--- config.mk ---
export PLATFORM = sky130hd
export DESIGN_NAME = nine_segment_dice_controller
export DESIGN_NICKNAME = d
export VERILOG_FILES = /design/src/rtl/nine_segment_dice_controller.sv
export SDC_FILE = /design/constraint.sdc
export NUM_CORES = 1
export LEC_CHECK = 0
export ABC_CLOCK_PERIOD_IN_PS = 6000
export BUFFER_PORTS_ARGS = -buffer_cell sky130_fd_sc_hd__buf_2
export CAP_MARGIN = 20
export CORE_MARGIN = 4
export CORE_UTILIZATION = 35
export CTS_CLUSTER_DIAMETER = 150
export DETAILED_ROUTE_END_ITERATION = 8
export PLACE_DENSITY = 0.48
export SKIP_CTS_REPAIR_TIMING = 1
export SYNTH_ARGS = -nofsm -noshare
export SYNTH_HDL_FRONTEND = slang
export SYNTH_SLANG_ARGS = --single-unit
--- constraint.sdc ---
create_clock -name clk -period 6 [get_ports clk]
set_clock_uncertainty 0.05 [all_clocks]
set_input_delay 0.6 -clock clk [delete_from_list [all_inputs] [get_ports clk]]
set_output_delay 0.6 -clock clk [all_outputs]
set_load 0.01 [all_outputs]
--- src/rtl/nine_segment_dice_controller.sv ---
// Electronic die sequencer: free-running scan strobe, seeded roll animation with
// progressively longer dwells, and a registered nine-segment face pattern.
module nine_segment_dice_controller #(
  parameter int unsigned SCAN_DIV       = 1000,
  parameter int unsigned ROLL_STEP_BASE = 50000,
  parameter int unsigned ROLL_STEPS     = 12,
  parameter int unsigned MAX_FACE       = 6
) (
  input  logic       clk,
  input  logic       rst,
  input  logic       roll_req,
  input  logic       clear,
  output logic       scan_enable,
  output logic [8:0] segments,
  output logic [2:0] value,
  output logic       busy,
  output logic       done
);

  localparam int unsigned SCAN_W  = $clog2(SCAN_DIV);
  localparam int unsigned STEP_W  = (ROLL_STEPS > 1) ? $clog2(ROLL_STEPS) : 1;
  localparam int unsigned TIMER_W = 32;

  localparam logic [SCAN_W-1:0]  SCAN_LAST = SCAN_W'(SCAN_DIV - 1);
  localparam logic [STEP_W-1:0]  STEP_LAST = STEP_W'(ROLL_STEPS - 1);
  localparam logic [TIMER_W-1:0] BASE     = TIMER_W'(ROLL_STEP_BASE);
  localparam logic [2:0]         FACE_MAX = 3'(MAX_FACE);

  typedef enum logic [1:0] {
    S_IDLE,
    S_ROLLING,
    S_SHOW
  } state_e;

  state_e             state_q, state_d;
  logic [SCAN_W-1:0]  scan_cnt_q, scan_cnt_d;
  logic               scan_en_q, scan_en_d;
  logic [2:0]         seed_q, seed_d;
  logic               roll_req_q;
  logic               roll_edge_c;
  logic [2:0]         value_q, value_d;
  logic [8:0]         segments_q, segments_d;
  logic               busy_q, busy_d;
  logic               done_q, done_d;
  logic [STEP_W-1:0]  step_q, step_d;
  logic [TIMER_W-1:0] timer_q, timer_d;
  logic [TIMER_W-1:0] dwell_q, dwell_d;

  // Pip layout for each face value on the 3x3 grid.
  function automatic logic [8:0] seg_of(input logic [2:0] face);
    logic [8:0] s;
    case (face)
      3'd1:    s = 9'b000010000;
      3'd2:    s = 9'b100000001;
      3'd3:    s = 9'b100010001;
      3'd4:    s = 9'b101000101;
      3'd5:    s = 9'b101010101;
      3'd6:    s = 9'b111000111;
      3'd7:    s = 9'b111010111;
      default: s = 9'b000000000;
    endcase
    return s;
  endfunction

  function automatic logic [2:0] next_face(input logic [2:0] face);
    return (face == FACE_MAX) ? 3'd1 : face + 3'd1;
  endfunction

  assign roll_edge_c = roll_req & ~roll_req_q;

  always_comb begin
    state_d    = state_q;
    value_d    = value_q;
    busy_d     = busy_q;
    done_d     = 1'b0;
    step_d     = step_q;
    timer_d    = timer_q;
    dwell_d    = dwell_q;

    // Scan strobe is registered so it lines up with the counter reaching its last value.
    scan_cnt_d = (scan_cnt_q == SCAN_LAST) ? '0 : scan_cnt_q + SCAN_W'(1);
    scan_en_d  = (scan_cnt_d == SCAN_LAST);
    seed_d     = next_face(seed_q);

    if (clear) begin
      state_d = S_IDLE;
      value_d = 3'd0;
      busy_d  = 1'b0;
      step_d  = '0;
      timer_d = '0;
      dwell_d = '0;
    end else begin
      case (state_q)
        S_IDLE, S_SHOW: begin
          if (roll_edge_c) begin
            state_d = S_ROLLING;
            busy_d  = 1'b1;
            value_d = seed_q;
            step_d  = '0;
            timer_d = BASE;
            dwell_d = BASE;
          end
        end
        S_ROLLING: begin
          if (timer_q == TIMER_W'(1)) begin
            if (step_q == STEP_LAST) begin
              state_d = S_SHOW;
              busy_d  = 1'b0;
              done_d  = 1'b1;
            end else begin
              // Each dwell is one base period longer than the last.
              value_d = next_face(value_q);
              step_d  = step_q + STEP_W'(1);
              dwell_d = dwell_q + BASE;
              timer_d = dwell_q + BASE;
            end
          end else begin
            timer_d = timer_q - TIMER_W'(1);
          end
        end
        default: begin
          state_d = S_IDLE;
          value_d = 3'd0;
          busy_d  = 1'b0;
        end
      endcase
    end

    segments_d = seg_of(value_d);
  end

  always_ff @(posedge clk) begin
    if (rst) begin
      state_q    <= S_IDLE;
      scan_cnt_q <= '0;
      scan_en_q  <= 1'b0;
      seed_q     <= 3'd1;
      roll_req_q <= 1'b0;
      value_q    <= 3'd0;
      segments_q <= 9'b000000000;
      busy_q     <= 1'b0;
      done_q     <= 1'b0;
      step_q     <= '0;
      timer_q    <= '0;
      dwell_q    <= '0;
    end else begin
      state_q    <= state_d;
      scan_cnt_q <= scan_cnt_d;
      scan_en_q  <= scan_en_d;
      seed_q     <= seed_d;
      roll_req_q <= roll_req;
      value_q    <= value_d;
      segments_q <= segments_d;
      busy_q     <= busy_d;
      done_q     <= done_d;
      step_q     <= step_d;
      timer_q    <= timer_d;
      dwell_q    <= dwell_d;
    end
  end

  assign scan_enable = scan_en_q;
  assign segments    = segments_q;
  assign value       = value_q;
  assign busy        = busy_q;
  assign done        = done_q;

endmodule

==> results by group <==
STA
  – Slew Limit Headroom: 0.417
  – Max Slew Vio Count: 0
  – Fmax: 321 MHz
  – Period minus WS final: 3120 ps
  – Worst Tran Pin Value: 872 ps
  – RSZ-0062 raised after global routing: false
  – Setup TNS: 0 ps
  – Fin crit share: 0.520
  – # setup viols final: 0
  – Final hold vios: 0

Critical path
  – Worst reg2reg path startpoint: timer_q[4]$_SDFFE_PP0P_
  – Worst setup startpoint: timer_q[4]$_SDFFE_PP0P_
  – Worst-path cell chain: nor4_4 > nand4_2 > nor3_4 > nand3_2 > o41ai_1
  – Slowest cell on crit path: nor3_4
  – Crit path capture type: flip-flop
  – Critical path required time: 6200 ps
  – Critical path launch point type: flip-flop
  – Max incr delay on CP: 760 ps
  – CP Data Arrival Time: 3320 ps
  – Critical path class: reg -> reg
  – CP Max Fanout: 19

Placed design
  – Dpl cells: 808
  – Placement Cell Area: 0.00540 mm²
  – Post-detail-place hpwl: 11.9 mm
  – Port Buf Inserts: 16
  – RD Place Congestion: 0.845

Logic synthesis
  – Synth Area per Inst: 8.19 µm²
  – Number of synthesized flops with an enable pin: 0
  – Sequential share of the synthesized area: 0.340
  – Top-count cell post-synth: dfxtp_1
  – Post-synth ARST share: 0
  – Synth Instances: 639
  – Top area cells in the synthesized netlist: dfxtp_1 (34%), nor2_1 (4.9%), o21ai_0 (4.0%), nand2_1 (3.7%), a21oi_1 (3.5%)
  – Synth cell types: 79
  – Ys flop type: dfxtp_1
  – Synth Cell Area: 0.00523 mm²
  – Top cell type's share of synthesized area: 0.340
  – Cell taking the most area after synthesis: dfxtp_1
  – Synth Register Bits: 89
  – Yosys warnings: 0
  – Post-synth top cells: dfxtp_1 (89), nor2_1 (68), nand2_1 (52), o21ai_0 (42), a21oi_1 (37)

Route
  – Wirelength, routed: 16.6 mm
  – DRC viols: 0
  – Avg WL per Cell: 20.1 µm
  – DRT Pass-1 Iters: 5
  – Detailed Route Iter0 Violations: 497
  – Via density per instance: 6.10
  – Vias: 5027
  – DRT antenna net count: 0

CTS
  – H-tree depth: 3
  – Clock tree sinks: 89
  – Clock Tree Root: clkbuf_16
  – Total CTS buffers: 9
  – Worst-skew pair later-pin latency: 360 ps
  – Clock Tree Buf Depth: 2
  – Clk slew on worst S/H paths: 80 ps
  – TritonCTS clock tree: yes

Min path
  – Hold path start: seed_q[0]$_SDFF_PP1_
  – HP Class: reg -> reg

Run status
  – Status: complete, no violations

Floorplan
  – Core Region: 0.0146 mm²
  – Chip height: 130 µm
  – Die Wd: 130 µm
  – Die ar.: 0.0170 mm²
  – Starting density of the core: 0.359
  – Num ports: 19
  – Cell row count: 44

Cells and area
  – Post-route cell area: 0.00568 mm²
  – Final #Nets: 647
  – Layout Utilization: 0.390
  – Fill cells: 1523
  – Layout Cells excl Fill: 824
  – Synthesis-to-layout area growth: 8.58%
  – Antenna cells: 0
  – Layout cells sized above 1: 0.105

Global routing
  – Global-route wire length before repair: 26.6 mm
  – GRT Residual Overflow: 0
  – Largest net degree at the start of global routing: 25
  – Number of global-route vias before repair: 4765
  – Initial antenna violation count: 0
  – All-Layer GR Usage: 0.201

Flow run
  – Max-cap violations: 0

Power
  – Cell Pwr Density: 256 mW/mm²
  – Peak supply drop: 0.134 mV
  – Pleak: 0.00207 µW
## final timing paths
path | endpoint | slack [ps] | cells after the start
worst max register to register | dwell_q[25]$_SDFFE_PP0P_ | 2880 | 5
worst min-delay path | seed_q[0]$_SDFF_PP1_ | 360 | 1
worst max-delay path | dwell_q[25]$_SDFFE_PP0P_ | 2880 | 5
worst min register to register | seed_q[0]$_SDFF_PP1_ | 360 | 1
## registers in the layout, indices dropped and copies added, names as in the netlist
register     count
dwell_q         28
step_q           4
scan_enable      1
done             1
seed_q           3
scan_cnt_q      10
roll_req_q       1
busy             1
timer_q         32
state_q          2
segments         4
value            2
## report_power, final
group / total (µW) / leakage [µW] / switching [µW] / internal, µW
registers: 635 / 0.000721 / 26.4 / 609
logic: 262 / 0.00122 / 169 / 92.4
clock network: 559 / 0.000134 / 272 / 288
## logic make-up after synthesis
family | Yosys count | synth area share
adder cells (fa/ha/maj) | 8 | 0.0191
flip-flops | 89 | 0.340
AND/OR/NAND/NOR | 267 | 0.288
buffers and inverters | 45 | 0.0406
XOR/XNOR | 40 | 0.0669
multiplexers | 3 | 0.00574
other | 1 | 0.000717
AO/OA/AOI/OAI | 186 | 0.238
## layer usage
metal / GRT usage / part of all wire
met1: 0.261 / 0.46
met2: 0.319 / 0.46
met3: 0.0430 / 0.047
met4: 0.0899 / 0.033
met5: 0 / 0
## layout make-up
type | instances | area [µm²] | share of cell area
well taps | 184 | 230 | 0.0405
inverters | 8 | 30.0 | 0.00528
flip-flops and latches | 89 | 1780 | 0.314
clock inverters | 6 | 51.3 | 0.00903
repair buffers | 21 | 118 | 0.0207
clock buffers | 10 | 229 | 0.0403
multi-input cells | 506 | 3240 | 0.571
## cell usage in the layout (no fill, tap or decap), drive strengths merged, types with 3 or more instances in the layout
cell,count
nand2b,6
buf,21
nor2b,5
o21ai,52
or2,5
nor2,68
clkbuf,10
or4,8
o211ai,8
inv,11
a32o,5
o221ai,4
and3,17
a221oi,3
nor3b,4
xnor2,20
a31o,3
o31ai,9
xor2,20
a21oi,38
a31oi,8
nor4,13
o22ai,11
a21o,8
nand2,52
nor4b,4
a211oi,8
o2bb2ai,3
and4,7
nand3,28
a32oi,4
dfxtp,89
nand4,15
mux2i,3
ha,8
nor3,23
## metrics by stage
step | hold WS (ps) | setup slack (ps) | total power, µW
detailed placement | 343 | 2890 | 905
floorplan | 325 | 3680 | 841
CTS | 361 | 2920 | 1460
global route | 400 | 2610 | 1520
finish | 362 | 2880 | 1460
global placement | 336 | 2940 | 907
## worst max-delay path, delay by kind of cell (launching register included)
| kind | cells | cell delay [ps] |
|---|---|---|
| flops | 1 | 400 |
| simple gates | 4 | 2110 |
| compound gates | 1 | 440 |
(Power assumes the default switching activity.)
